$ cat src/rtl/apb_master_en_pkg.sv
`default_nettype none
// ============================================================
// Package  : apb_pkg
// Purpose  : shared state encoding and constants for apb_master_en
// Revision : 1.0
// ============================================================
package apb_pkg;

  localparam int APB_ADDR_W = 32;
  localparam int APB_DATA_W = 32;

  localparam logic APB_RSP_OK  = 1'b0;
  localparam logic APB_RSP_ERR = 1'b1;

  typedef enum logic [1:0] {
    ST_IDLE   = 2'd0,
    ST_SETUP  = 2'd1,
    ST_ACCESS = 2'd2
  } apb_state_e;

endpackage
`default_nettype wire

$ cat src/rtl/apb_master_en_if.sv
`default_nettype none
// ============================================================
// Interface : apb_master_en_if
// Purpose   : request/response handshake plus APB bus signals
// Revision  : 1.0
// ============================================================
interface apb_master_en_if
  import apb_pkg::*;
#(
  parameter int ADDR_W = APB_ADDR_W,
  parameter int DATA_W = APB_DATA_W
);
  logic              req_valid;
  logic              req_ready;
  logic              req_write;
  logic [ADDR_W-1:0] req_addr;
  logic [DATA_W-1:0] req_wdata;
  logic              rsp_valid;
  logic [DATA_W-1:0] rsp_rdata;
  logic              rsp_err;
  logic              psel;
  logic              penable;
  logic              pwrite;
  logic [ADDR_W-1:0] paddr;
  logic [DATA_W-1:0] pwdata;
  logic [DATA_W-1:0] prdata;
  logic              pready;
  logic              pslverr;

  modport master (
    input  req_valid, req_write, req_addr, req_wdata, prdata, pready, pslverr,
    output req_ready, rsp_valid, rsp_rdata, rsp_err,
           psel, penable, pwrite, paddr, pwdata
  );

  modport slave (
    output req_valid, req_write, req_addr, req_wdata, prdata, pready, pslverr,
    input  req_ready, rsp_valid, rsp_rdata, rsp_err,
           psel, penable, pwrite, paddr, pwdata
  );
endinterface
`default_nettype wire

$ cat src/rtl/apb_master_en_wait_timer.sv
`default_nettype none
// ============================================================
// Module   : apb_wait_timer
// Purpose  : counts ACCESS wait strobes, flags expiry at TIMEOUT
// Revision : 1.0
// ============================================================
module apb_wait_timer #(
  parameter int TO_W    = 8,
  parameter int TIMEOUT = 16
) (
  input  logic clk_in,
  input  logic rst,
  input  logic clear,
  input  logic tick,
  output logic expire
);
  localparam logic [TO_W-1:0] LIMIT = TO_W'(TIMEOUT);

  logic [TO_W-1:0] cnt_q, cnt_d, cnt_inc;

  // Saturates rather than wraps so a disabled timeout never fires spuriously.
  always_comb begin
    cnt_inc = cnt_q + 1'b1;
    cnt_d   = cnt_q;
    expire  = 1'b0;
    if (clear) begin
      cnt_d = '0;
    end else if (tick) begin
      if (cnt_q != '1) cnt_d = cnt_inc;
      if ((TIMEOUT != 0) && (cnt_inc == LIMIT)) expire = 1'b1;
    end
  end

  always_ff @(posedge clk_in) begin
    if (rst) cnt_q <= '0;
    else     cnt_q <= cnt_d;
  end
endmodule
`default_nettype wire

$ cat src/rtl/apb_master_en.sv
`default_nettype none
// ============================================================
// Module   : apb_master_en
// Purpose  : APB master sequencer stepping on the pclk_en strobe
// Revision : 1.0
// ============================================================
module apb_master_en
  import apb_pkg::*;
#(
  parameter int ADDR_W  = APB_ADDR_W,
  parameter int DATA_W  = APB_DATA_W,
  parameter int TO_W    = 8,
  parameter int TIMEOUT = 16
) (
  input  logic            clk_in,
  input  logic            rst,
  input  logic            pclk_en,
  apb_master_en_if.master bus
);
  apb_state_e        state_q, state_d;
  logic              pend_q, pend_d;
  logic              lat_write_q, lat_write_d;
  logic [ADDR_W-1:0] lat_addr_q, lat_addr_d;
  logic [DATA_W-1:0] lat_wdata_q, lat_wdata_d;
  logic              pwrite_q, pwrite_d;
  logic [ADDR_W-1:0] paddr_q, paddr_d;
  logic [DATA_W-1:0] pwdata_q, pwdata_d;
  logic              rsp_valid_q, rsp_valid_d;
  logic [DATA_W-1:0] rsp_rdata_q, rsp_rdata_d;
  logic              rsp_err_q, rsp_err_d;
  logic              accept, timer_clear, timer_tick, timer_expire;

  assign accept     = bus.req_valid && !pend_q;
  assign timer_tick = pclk_en && (state_q == ST_ACCESS) && !bus.pready;

  apb_wait_timer #(.TO_W(TO_W), .TIMEOUT(TIMEOUT)) u_timer (
    .clk_in (clk_in),
    .rst    (rst),
    .clear  (timer_clear),
    .tick   (timer_tick),
    .expire (timer_expire)
  );

  always_comb begin
    state_d     = state_q;
    pend_d      = pend_q;
    lat_write_d = lat_write_q;
    lat_addr_d  = lat_addr_q;
    lat_wdata_d = lat_wdata_q;
    pwrite_d    = pwrite_q;
    paddr_d     = paddr_q;
    pwdata_d    = pwdata_q;
    rsp_valid_d = 1'b0;
    rsp_rdata_d = rsp_rdata_q;
    rsp_err_d   = rsp_err_q;
    timer_clear = 1'b0;

    if (accept) begin
      pend_d      = 1'b1;
      lat_write_d = bus.req_write;
      lat_addr_d  = bus.req_addr;
      lat_wdata_d = bus.req_wdata;
    end

    case (state_q)
      ST_IDLE: begin
        // An accept on a strobe cycle bypasses the latch and launches directly.
        if (pclk_en && (pend_q || accept)) begin
          state_d     = ST_SETUP;
          timer_clear = 1'b1;
          pwrite_d    = accept ? bus.req_write : lat_write_q;
          paddr_d     = accept ? bus.req_addr  : lat_addr_q;
          pwdata_d    = accept ? bus.req_wdata : lat_wdata_q;
        end
      end
      ST_SETUP: begin
        if (pclk_en) state_d = ST_ACCESS;
      end
      ST_ACCESS: begin
        if (pclk_en) begin
          if (bus.pready) begin
            state_d     = ST_IDLE;
            pend_d      = 1'b0;
            rsp_valid_d = 1'b1;
            rsp_rdata_d = pwrite_q ? '0 : bus.prdata;
            rsp_err_d   = bus.pslverr ? APB_RSP_ERR : APB_RSP_OK;
          end else if (timer_expire) begin
            state_d     = ST_IDLE;
            pend_d      = 1'b0;
            rsp_valid_d = 1'b1;
            rsp_rdata_d = '0;
            rsp_err_d   = APB_RSP_ERR;
          end
        end
      end
      default: state_d = ST_IDLE;
    endcase
  end

  always_ff @(posedge clk_in) begin
    if (rst) begin
      state_q     <= ST_IDLE;
      pend_q      <= 1'b0;
      lat_write_q <= 1'b0;
      lat_addr_q  <= '0;
      lat_wdata_q <= '0;
      pwrite_q    <= 1'b0;
      paddr_q     <= '0;
      pwdata_q    <= '0;
      rsp_valid_q <= 1'b0;
      rsp_rdata_q <= '0;
      rsp_err_q   <= 1'b0;
    end else begin
      state_q     <= state_d;
      pend_q      <= pend_d;
      lat_write_q <= lat_write_d;
      lat_addr_q  <= lat_addr_d;
      lat_wdata_q <= lat_wdata_d;
      pwrite_q    <= pwrite_d;
      paddr_q     <= paddr_d;
      pwdata_q    <= pwdata_d;
      rsp_valid_q <= rsp_valid_d;
      rsp_rdata_q <= rsp_rdata_d;
      rsp_err_q   <= rsp_err_d;
    end
  end

  assign bus.req_ready = !pend_q;
  assign bus.psel      = (state_q != ST_IDLE);
  assign bus.penable   = (state_q == ST_ACCESS);
  assign bus.pwrite    = pwrite_q;
  assign bus.paddr     = paddr_q;
  assign bus.pwdata    = pwdata_q;
  assign bus.rsp_valid = rsp_valid_q;
  assign bus.rsp_rdata = rsp_rdata_q;
  assign bus.rsp_err   = rsp_err_q;
endmodule
`default_nettype wire

$ cat src/flat_wrapper.sv
// flat-port wrapper written by rule: the top's interface ports become plain ports
module apb_master_en_flat import apb_pkg::*;
#(
  parameter int ADDR_W  = APB_ADDR_W,
  parameter int DATA_W  = APB_DATA_W,
  parameter int TO_W    = 8,
  parameter int TIMEOUT = 16
)
  (clk_in, rst, pclk_en, bus_req_valid, bus_req_write, bus_req_addr, bus_req_wdata, bus_prdata, bus_pready, bus_pslverr, bus_req_ready, bus_rsp_valid, bus_rsp_rdata, bus_rsp_err, bus_psel, bus_penable, bus_pwrite, bus_paddr, bus_pwdata);
  apb_master_en_if #(.ADDR_W(ADDR_W), .DATA_W(DATA_W)) bus_i ();
  input  logic clk_in;
  input  logic rst;
  input  logic pclk_en;
  input wire logic [$bits(bus_i.req_valid)-1:0] bus_req_valid;
  input wire logic [$bits(bus_i.req_write)-1:0] bus_req_write;
  input wire logic [$bits(bus_i.req_addr)-1:0] bus_req_addr;
  input wire logic [$bits(bus_i.req_wdata)-1:0] bus_req_wdata;
  input wire logic [$bits(bus_i.prdata)-1:0] bus_prdata;
  input wire logic [$bits(bus_i.pready)-1:0] bus_pready;
  input wire logic [$bits(bus_i.pslverr)-1:0] bus_pslverr;
  output wire logic [$bits(bus_i.req_ready)-1:0] bus_req_ready;
  output wire logic [$bits(bus_i.rsp_valid)-1:0] bus_rsp_valid;
  output wire logic [$bits(bus_i.rsp_rdata)-1:0] bus_rsp_rdata;
  output wire logic [$bits(bus_i.rsp_err)-1:0] bus_rsp_err;
  output wire logic [$bits(bus_i.psel)-1:0] bus_psel;
  output wire logic [$bits(bus_i.penable)-1:0] bus_penable;
  output wire logic [$bits(bus_i.pwrite)-1:0] bus_pwrite;
  output wire logic [$bits(bus_i.paddr)-1:0] bus_paddr;
  output wire logic [$bits(bus_i.pwdata)-1:0] bus_pwdata;
  assign bus_i.req_valid = bus_req_valid;
  assign bus_i.req_write = bus_req_write;
  assign bus_i.req_addr = bus_req_addr;
  assign bus_i.req_wdata = bus_req_wdata;
  assign bus_i.prdata = bus_prdata;
  assign bus_i.pready = bus_pready;
  assign bus_i.pslverr = bus_pslverr;
  assign bus_req_ready = bus_i.req_ready;
  assign bus_rsp_valid = bus_i.rsp_valid;
  assign bus_rsp_rdata = bus_i.rsp_rdata;
  assign bus_rsp_err = bus_i.rsp_err;
  assign bus_psel = bus_i.psel;
  assign bus_penable = bus_i.penable;
  assign bus_pwrite = bus_i.pwrite;
  assign bus_paddr = bus_i.paddr;
  assign bus_pwdata = bus_i.pwdata;
  apb_master_en #(.ADDR_W(ADDR_W), .DATA_W(DATA_W), .TO_W(TO_W), .TIMEOUT(TIMEOUT)) u_core (.clk_in(clk_in), .rst(rst), .pclk_en(pclk_en), .bus(bus_i));
endmodule
$ cat config.mk
export PLATFORM = sky130hd
export DESIGN_NAME = apb_master_en_flat
export DESIGN_NICKNAME = d
export VERILOG_FILES = /design/src/rtl/apb_master_en_pkg.sv /design/src/rtl/apb_master_en_if.sv /design/src/rtl/apb_master_en_wait_timer.sv /design/src/rtl/apb_master_en.sv /design/src/flat_wrapper.sv
export SDC_FILE = /design/constraint.sdc
export NUM_CORES = 1
export LEC_CHECK = 0
export CORE_UTILIZATION = 45
export DETAILED_ROUTE_END_ITERATION = 12
export GPL_ROUTABILITY_DRIVEN = 0
export PLACE_DENSITY = 0.78
export SYNTH_ARGS = -nofsm -noshare
export SYNTH_HDL_FRONTEND = slang
export SYNTH_SLANG_ARGS = --single-unit
$ cat constraint.sdc
create_clock -name clk_in -period 2.1 [get_ports clk_in]
set_clock_uncertainty 0.2 [all_clocks]
set_input_delay 0.42 -clock clk_in [delete_from_list [all_inputs] [get_ports clk_in]]
set_output_delay 0.42 -clock clk_in [all_outputs]
set_load 0.03 [all_outputs]
-- After elaboration in Yosys (flattened, before gate mapping)
Cells that the tools add are included.
- flip-flop bits (word level): 175
- bits of input ports: 103
- output and inout bits: 102
- word-level logic and storage cells: 66
- add/subtract/negate cells: 1
- equality and inequality tests: 8
- multiplexer cells: 27
- bitwise gates (word level): 2
- reduce and logical (&&, ||, !) cells: 16
- operators by type and width (operator ; count):
    $mux 32 ; 5
    $mux 1 ; 16
    $mux 2 ; 5
    $add 8x1->8 const B ; 1
    $eq 8x5->1 const B ; 1
    $ne 8x8->1 const B ; 1
    $pmux 2 s3 ; 1
    $logic_and 1x1->1 ; 4
    $ne 2x2->1 const B ; 2
    $reduce_and 2->1 ; 2
    $reduce_and 4->1 ; 1
    $reduce_bool 2->1 ; 2
    $ne 3x2->1 const B ; 1
    $reduce_and 3->1 ; 1
    $reduce_or 3->1 ; 1
    $eq 2x1->1 const B ; 1
    $eq 2x2->1 const B ; 1
    $logic_not 1->1 ; 2
    $logic_not 2->1 ; 1
    $ne 2x1->1 const B ; 1
    $not 1->1 ; 2
    $reduce_or 2->1 ; 1
    $logic_or 1x1->1 ; 1

-- Logic depth before layout (Yosys ltp)
Gate-level depths: netlist of run 1.
- depth in word-level cells: 11
- mapped depth: 8
- gate-level depth less buffers: 6

-- Hierarchy
From an unflattened synthesis of run 1, not the netlist that was laid out.
- cell total of the unflattened synthesis: 586
- area, all modules: 6432.4 um^2
- modules (own cells, without submodules) (module ; times used ; cells each ; area an instance (um^2) ; seq. area each (um^2)):
    apb_master_en ; 1 ; 535 ; 6007.0 ; 3343.2
    apb_wait_timer ; 1 ; 51 ; 425.4 ; 160.2

-- Worst setup path before layout of run 1
OpenSTA, ideal clock, no wires.
- kind: reg2reg
- from: register u_core.state_q[1]
- to: register u_core.rsp_rdata_q[10], in the netlist u_core.bus.rsp_rdata[10]
- library setup time: 0.062 ns
- arrival time: 1.578 ns
- data required time: 1.838 ns
- slack: 0.260 ns
- cell stages (with the launch flop): 8
- buffers on the path: 2
- period minus slack after synthesis: 1.840 ns
- path through: dfxtp_1 buf_4 and2b_1 nand3_1 nor3_2 clkbuf_1 nand2_1 nand3_1
- cells in the longest elaborated chain, start to end: 7
- elaborated cells between the ends (all ways): 9
- classes of those cells: eq/ne: 1; mux: 3; reduce/logical: 5
- RTL lines (element ; line ; text):
    start, declared ; apb_master_en.sv:20 ; apb_state_e state_q, state_d;
    start signal, assigned ; apb_master_en.sv:114 ; state_q <= state_d;
    $eq 2x2->1 (*) ; - ;
    net bus_penable ; flat_wrapper.sv:26 ; output wire logic [$bits(bus_i.penable)-1:0] bus_penable;
    $logic_and 1x1->1 (2 in a row) ; apb_master_en.sv:34 ; assign timer_tick = pclk_en && (state_q == ST_ACCESS) && !bus.pready;
    $mux 1 ; apb_master_en_wait_timer.sv:28 ; end else if (tick) begin
    $mux 1 ; apb_master_en_wait_timer.sv:26 ; if (clear) begin
    $reduce_bool 2->1 (no source line) ; - ;
    $reduce_and 3->1 (no source line) (*) ; - ;
    end signal, assigned ; apb_master_en.sv:123 ; rsp_rdata_q <= rsp_rdata_d;
    end, declared ; apb_master_en.sv:29 ; logic [DATA_W-1:0] rsp_rdata_q, rsp_rdata_d;
Mark *: on every way through the listed nets, which the timed path passes. The rest lies on a longest branch.
A chain may end at the register's enable or synchronous reset.

-- Worst setup path in the final report of run 1
- from: register u_core.rsp_rdata_q[10], in the netlist u_core.bus.rsp_rdata[10]
- to: output port bus_rsp_rdata[10]
- RTL lines (element ; line ; text):
    end, declared ; flat_wrapper.sv:23 ; output wire logic [$bits(bus_i.rsp_rdata)-1:0] bus_rsp_rdata;
No word-level cell between the ends.

==> qor.json, run 1 <==
{
  "synth_enable_flop_cells": 0,
  "crit_cells": 1,
  "grt_first_pass_wirelength_um": 27300,
  "detailroute.via_count": 5941,
  "post_synth_main_area_contributors": "sky130_fd_sc_hd__dfxtp_1 53%, sky130_fd_sc_hd__nand2_1 11%, sky130_fd_sc_hd__o22a_1 8.7%",
  "regToRegStartpoint": "u_core.u_timer.cnt_q[0]",
  "report.final.hold_viol_count": 0,
  "initial_core_util_pct": 46.7,
  "synth.avg_cell_area_um2": 9.00,
  "detailed_place.area_um2": 8940,
  "number_of_antenna_cells_inserted": 0,
  "yosys_top_cell_area_share_pct": 53.4,
  "drive_above_1_share_pct": 8.54,
  "status": "finished clean",
  "critical_path_arrival_ns": 1.46,
  "numPortBuffers": 204,
  "timing.critical_path.slowest_stage_cell": "sky130_fd_sc_hd__clkdlybuf4s50_1",
  "worst_ir_drop_vdd_mv": 0.623,
  "most_common_cell_after_layout_fill_and_taps_aside": "sky130_fd_sc_hd__nand2_1",
  "report.final.setup_viol": 0,
  "largest_net_degree_at_the_start_of_global_routing": 68,
  "synth.lib_cells_used.distinct": 45,
  "die_area_um2": 15100,
  "ys.flop_type": "sky130_fd_sc_hd__dfxtp_1",
  "min_path_type": "in -> reg",
  "remaining_drc_errors": 0,
  "drt_first_pass_iters": 5,
  "period_needed_ns": 2.08,
  "antenna_violations_before_repair": 0,
  "cts-root-to-sink-buffers": 2,
  "cellPowerDensity_nw_per_um2": 838,
  "worst-path-buf-inv": 1,
  "final_net_count": 1029,
  "reg2reg_setup_slack_ns": 0.15,
  "ys_warn_count": 0,
  "synth.net_count": 833,
  "track_usage_pct": 23.2,
  "crit_required_ns": 1.48,
  "synth_seq_area_share_pct": 53.4,
  "final_area_um2": 9640,
  "grt_pass1_vias": 5514,
  "mappedNetlistArea_um2": 6560,
  "crit_path_start_kind": "flop",
  "max_freq_mhz": 482,
  "drtAntennaViolNets": 0,
  "slew_viol_final": 0,
  "final_critical_path_setup_slack_ns": 0.0248,
  "synth-async-reset-ratio_pct": 0,
  "htreeDepth": 4,
  "ioPinCount": 205,
  "max_slew.worst_pin.slew_ns": 0.369,
  "postCtsSetupRepairBufs": 0,
  "timing.critical_path.slowest_cell_delay_ns": 0.69,
  "root_buffer": "sky130_fd_sc_hd__clkbuf_16",
  "static-leakage-power_nw": 4.95,
  "worst_reg2reg_path_depth": 7,
  "dieWidth_um": 123,
  "detailedRoute.firstIterationViolations": 420,
  "placeableCoreArea_um2": 14000,
  "path_max_fanout": 3,
  "worst_setup_hold_path_clk_slew_ns": 0.06,
  "post-route-period-util_pct": 98.8,
  "syn_inst": 729,
  "timing.critical_path.max_delay_family": "buffers and inverters",
  "totalWireLength_um": 17400,
  "grt.overflow.total": 0,
  "cts_num_sinks": 175,
  "avgRoutedWirePerCell_um": 15.6,
  "max-cap-violations": 0,
  "timing.critical_path.cells": "clkdlybuf4s50_1",
  "total_power_mw": 8.08,
  "crit-reg2reg-capture": "u_core.bus.rsp_rdata[0]",
  "post_route_setup_tns_ns": 0,
  "core.rowCount": 43,
  "yosys.area.top_type": "sky130_fd_sc_hd__dfxtp_1",
  "tritoncts.num_buffers": 17,
  "worstSkewPairLatency_ns": 0.42,
  "timing.setup.critical_path_class": "reg -> out",
  "die_height_um": 123,
  "tritoncts": "built",
  "max_slew_margin_pct": 75.4,
  "cp-startpoint": "u_core.bus.rsp_rdata[10]",
  "placement.setup.worst_slack_ns": -0.278,
  "synth-seq-cells": 175,
  "layout.cells.most_common_list": "198 x sky130_fd_sc_hd__nand2_1, 175 x sky130_fd_sc_hd__dfxtp_1, 139 x sky130_fd_sc_hd__clkdlybuf4s50_1, 66 x sky130_fd_sc_hd__a21oi_1, 65 x sky130_fd_sc_hd__o22a_1",
  "cts_hold_buf": 0,
  "crit_end": "bus_rsp_rdata[10]",
  "end_kind": "primary output",
  "area.growth.synth_to_final_pct": 47.0,
  "detail_route.vias_per_cell": 5.32,
  "dp_hpwl_um": 11300
}
==> power by group <==
| group | leakage (nW) | total [mW] | internal [mW] | switching [mW] |
|---|---|---|---|---|
| clock network | 0.279 | 3.02 | 1.73 | 1.29 |
| logic | 3.23 | 1.39 | 0.648 | 0.739 |
| registers | 1.43 | 3.67 | 3.55 | 0.115 |
| total | 4.95 | 8.08 | 5.93 | 2.14 |
==> cells by family after synthesis <==
logic type / share of synthesized area [%]
AND/OR/NAND/NOR: 20.5
flip-flops: 53.4
buffers and inverters: 5.19
adder cells (fa/ha/maj): 0.191
multiplexers: 0.153
AO/OA/AOI/OAI: 19.6
XOR/XNOR: 0.935
==> flip-flops by register name, indices dropped and copies added (netlist names) <==
name	count
u_core.bus.rsp_rdata	32
u_core.pend_q	1
u_core.lat_write_q	1
u_core.bus.rsp_valid	1
u_core.u_timer.cnt_q	8
u_core.bus.pwrite	1
u_core.lat_addr_q	32
u_core.lat_wdata_q	32
u_core.bus.rsp_err	1
u_core.bus.pwdata	32
u_core.state_q	2
u_core.bus.paddr	32
==> worst min path at each step <==
stage                                       from                endpoint  slack (ns)  depth (start not counted)
after floorplan             u_core.lat_addr_q[0]    u_core.lat_addr_q[0]        0.24                          2
after global placement     u_core.lat_wdata_q[6]   u_core.lat_wdata_q[6]        0.25                          2
after detailed placement  u_core.lat_wdata_q[14]  u_core.lat_wdata_q[14]        0.25                          2
after CTS                                    rst       u_core.state_q[1]        0.11                          2
after global routing                         rst       u_core.state_q[1]        0.12                          2
final                                        rst       u_core.state_q[1]        0.12                          2
==> cell type report <==
type,instances,area [um^2]
well taps,180,225
clock buffers,20,467
repair buffers,238,2580
flip-flops and latches,175,3500
clock inverters,11,104
multi-input cells,487,2750
fillers,1083,4400
inverters,6,22.5
==> Yosys cell counts (2+ instances only) <==
master	number
sky130_fd_sc_hd__a21oi_1	66
sky130_fd_sc_hd__o21ai_0	2
sky130_fd_sc_hd__buf_4	7
sky130_fd_sc_hd__nand3_1	38
sky130_fd_sc_hd__clkbuf_1	25
sky130_fd_sc_hd__dfxtp_1	175
sky130_fd_sc_hd__xor2_1	4
sky130_fd_sc_hd__xnor2_1	3
sky130_fd_sc_hd__o22ai_1	2
sky130_fd_sc_hd__buf_2	14
sky130_fd_sc_hd__nor3_1	3
sky130_fd_sc_hd__a32oi_1	32
sky130_fd_sc_hd__and3_1	33
sky130_fd_sc_hd__o22a_1	65
sky130_fd_sc_hd__nor2_2	2
sky130_fd_sc_hd__nor3_2	2
sky130_fd_sc_hd__nand2_1	199
sky130_fd_sc_hd__nand4_1	3
sky130_fd_sc_hd__buf_6	6
sky130_fd_sc_hd__inv_1	5
sky130_fd_sc_hd__nor2_1	10
sky130_fd_sc_hd__buf_1	9
sky130_fd_sc_hd__or3_1	2
==> metal layers <==
| metal | up-vias | global-route usage, % | share of wire [%] |
|---|---|---|---|
| met5 | - | 0 | 0 |
| met4 | 0 | 6.17 | 1.2 |
| met3 | 14 | 6.32 | 6.6 |
| met2 | 195 | 38.0 | 49 |
| met1 | 2777 | 29.9 | 44 |
| li1 | 2955 | - | - |
==> stage by stage <==
stage                     hold WS (ns)  util [%]  instances
after global routing             0.117      68.7       1117
final                            0.118      68.7       1117
after floorplan                  0.241         -        729
after global placement           0.250      63.7       1086
after CTS                        0.106      67.7       1117
after detailed placement         0.252      63.7       1086
==> what timing repair did <==
item / in CTS / in global routing
resized for setup: 7 / 57
endpoints found under the setup margin: 7 / 57
pin swaps: 0 / 0
Power figures use the tool's default switching activity.
==> inputs of run 2 (changes only) <==
--- a/config.mk
+++ b/config.mk
@@ -6,6 +6,7 @@
 export NUM_CORES = 1
 export LEC_CHECK = 0
 export CORE_UTILIZATION = 45
+export CTS_CLUSTER_DIAMETER = 40
 export DETAILED_ROUTE_END_ITERATION = 12
 export GPL_ROUTABILITY_DRIVEN = 0
 export PLACE_DENSITY = 0.78
==> results of run 2 <==
Final layout, timing and power as in run 1 (identical DEF).
==> inputs of run 3 (changes only) <==
--- a/config.mk
+++ b/config.mk
@@ -5,6 +5,7 @@
 export SDC_FILE = /design/constraint.sdc
 export NUM_CORES = 1
 export LEC_CHECK = 0
+export CORE_ASPECT_RATIO = 1.25
 export CORE_UTILIZATION = 45
 export CTS_CLUSTER_DIAMETER = 40
 export DETAILED_ROUTE_END_ITERATION = 12
==> qor.json, run 3 (synthesis gave the netlist of run 1 again) <==
{
  "status": "finished clean",
  "report.final.hold_viol_count": {"value": 0, "change": "unchanged"},
  "detail_route.vias_per_cell": {"value": 5.39, "change": "+1.4%"},
  "max_slew_margin": {"value": 73.5, "unit": "%", "change": "-1.9 points"},
  "grt.overflow.total": {"value": 0, "change": "unchanged"},
  "most_common_cell_after_layout_fill_and_taps_aside": "sky130_fd_sc_hd__nand2_1",
  "tritoncts": "built",
  "static-leakage-power": {"value": 4.72, "unit": "nW", "change": "-4.7%"},
  "highest-signal-layer": "met4",
  "rsz_0062_raised_after_global_routing": "no",
  "worstSkewPairLatency": {"value": 0.42, "unit": "ns", "change": "about the same"},
  "drive_above_1_share": {"value": 8.64, "unit": "%", "change": "+0.11 points"},
  "dieWidth": {"value": 110, "unit": "um", "change": "-10%"},
  "dr_wl_met2": {"value": 8780, "unit": "um", "change": "+3.7%"},
  "area.growth.synth_to_final_pct": 47.3,
  "post-route-period-util": {"value": 98.5, "unit": "%", "change": "-0.33 points"},
  "cts_num_sinks": {"value": 175, "change": "unchanged"},
  "layout.filler_cells": {"value": 1143, "change": "+5.5%"},
  "timing.setup.critical_path_class": "reg -> out",
  "grt_pass1_vias": {"value": 5679, "change": "+3.0%"},
  "min_path_type": "in -> reg",
  "drt_first_pass_iters": {"value": 4, "change": "-1"},
  "period_needed": {"value": 2.07, "unit": "ns", "change": "-0.00699 ns"},
  "whs": {"value": 0.237, "unit": "ns", "change": "+0.119 ns"},
  "cellPowerDensity": {"value": 856, "unit": "nW/um^2", "change": "+2.2%"},
  "cts-root-to-sink-buffers": {"value": 2, "change": "unchanged"},
  "antenna_violations_before_repair": {"value": 0, "change": "unchanged"},
  "path_max_fanout": {"value": 2, "change": "-1"},
  "drtAntennaViolNets": {"value": 0, "change": "unchanged"},
  "worst_setup_hold_path_clk_slew": {"value": 0.07, "unit": "ns", "change": "about the same"},
  "max-cap-violations": {"value": 0, "change": "unchanged"},
  "timing.critical_path.cells": "clkdlybuf4s50_1",
  "max_slew.worst_pin.slew": {"value": 0.394, "unit": "ns", "change": "+0.0253 ns"},
  "cts_hold_buf": {"value": 0, "change": "unchanged"},
  "worst-path-buf-inv": {"value": 1, "change": "unchanged"},
  "final_net_count": {"value": 1029, "change": "unchanged"},
  "critical_path_arrival": {"value": 1.45, "unit": "ns", "change": "about the same"},
  "timing.critical_path.slowest_cell_delay": {"value": 0.68, "unit": "ns", "change": "about the same"},
  "detailroute.via_count": {"value": 5997, "change": "+0.94%"},
  "crit_required": {"value": 1.48, "unit": "ns", "change": "about the same"},
  "ioPinCount": {"value": 205, "change": "unchanged"},
  "final_area": {"value": 9660, "unit": "um^2", "change": "+0.19%"},
  "dp_hpwl": {"value": 11900, "unit": "um", "change": "+5.5%"},
  "numPortBuffers": {"value": 204, "change": "unchanged"},
  "timing.critical_path.max_delay_family": "buffers and inverters",
  "tritoncts.num_buffers": {"value": 17, "change": "unchanged"},
  "totalWireLength": {"value": 17800, "unit": "um", "change": "+1.8%"},
  "total_power": {"value": 8.27, "unit": "mW", "change": "+2.4%"},
  "layoutNonFillerInstCount": {"value": 1112, "change": "-0.45%"},
  "placeableCoreArea": {"value": 14000, "unit": "um^2", "change": "-0.35%"},
  "remaining_drc_errors": {"value": 0, "change": "unchanged"},
  "initial_core_util": {"value": 46.9, "unit": "%", "change": "+0.16 points"},
  "grt_first_pass_wirelength": {"value": 27700, "unit": "um", "change": "+1.4%"},
  "detailed_place.area": {"value": 8980, "unit": "um^2", "change": "+0.46%"},
  "postCtsSetupRepairBufs": {"value": 0, "change": "unchanged"},
  "timing.critical_path.slowest_stage_cell": "sky130_fd_sc_hd__clkdlybuf4s50_1",
  "die_height": {"value": 137, "unit": "um", "change": "+12%"},
  "report.final.setup_viol": {"value": 0, "change": "unchanged"},
  "detailedRoute.firstIterationViolations": {"value": 287, "change": "-32%"},
  "number_of_antenna_cells_inserted": {"value": 0, "change": "unchanged"},
  "layout.cells.most_common_list": "198 x sky130_fd_sc_hd__nand2_1, 175 x sky130_fd_sc_hd__dfxtp_1, 146 x sky130_fd_sc_hd__clkdlybuf4s50_1, 66 x sky130_fd_sc_hd__a21oi_1, 65 x sky130_fd_sc_hd__o22a_1",
  "place_inst": {"value": 1081, "change": "-0.46%"},
  "end_kind": "primary output",
  "largest_net_degree_at_the_start_of_global_routing": {"value": 68, "change": "unchanged"},
  "slew_viol_final": {"value": 0, "change": "unchanged"},
  "max_freq": {"value": 484, "unit": "MHz", "change": "+0.34%"},
  "root_buffer": "sky130_fd_sc_hd__clkbuf_16",
  "avgRoutedWirePerCell": {"value": 16.0, "unit": "um", "change": "+2.3%"},
  "die_area": {"value": 15100, "unit": "um^2", "change": "about the same"},
  "worst_ir_drop_vdd": {"value": 0.557, "unit": "mV", "change": "-11%"},
  "route.met3.wl": {"value": 1180, "unit": "um", "change": "+3.0%"},
  "wl_met1": {"value": 7430, "unit": "um", "change": "-2.6%"},
  "htreeDepth": {"value": 4, "change": "unchanged"},
  "core.rowCount": {"value": 48, "change": "+12%"},
  "crit_path_start_kind": "flop",
  "track_usage": {"value": 23.6, "unit": "%", "change": "+0.41 points"}
}
[run 3: worst min-delay path, stage by stage]
cell                     delay, ns
sky130_fd_sc_hd__buf_2        0.12
sky130_fd_sc_hd__buf_4        0.20
sky130_fd_sc_hd__nor3_1       0.06
[run 3: per-layer routing]
layer,track usage [%],vias up
li1,-,2952
met1,27.8,2847
met2,40.4,176
met3,6.76,22
met4,8.44,0
met5,0,-
[run 3: area by class of cell]
type / count / area [um^2] / area share [%]
flip-flops and latches: 175 / 3500 / 36.3
multi-input cells: 487 / 2750 / 28.4
repair buffers: 238 / 2560 / 26.5
clock buffers: 20 / 457 / 4.73
well taps: 175 / 219 / 2.27
clock inverters: 11 / 150 / 1.55
inverters: 6 / 22.5 / 0.233
[run 3: report_power, final]
part | internal [mW] | switching [mW]
registers | 3.55 | 0.115
clock network | 1.85 | 1.34
logic | 0.663 | 0.751
[run 3: worst paths after layout]
path	from	to	cells after the start	slack (ns)
setup / recovery	u_core.bus.pwdata[2]	bus_pwdata[2]	1	0.03
hold / removal	rst	u_core.state_q[0]	3	0.24
setup reg to reg	u_core.u_timer.cnt_q[0]	u_core.state_q[1]	6	0.19
hold reg to reg	u_core.lat_wdata_q[9]	u_core.lat_wdata_q[9]	2	0.26
[run 3: per-stage QoR]
stage          setup TNS (ns)  setup WS (ns)  utilization, %
6_report                    0         0.0318            69.0
5_1_grt                     0       0.000242            69.0
4_1_cts                     0       0.000676            68.3
3_5_place_dp           -19.52         -0.254            64.2
3_3_place_gp           -18.09         -0.236            64.2
2_1_floorplan               0          0.260               -
[run 3: what timing repair did]
action | CTS | global route
endpoints found under the hold margin | 0 | 0
resized for setup | 18 | 39
cloned | 0 | 0
setup endpoints to repair | 18 | 39
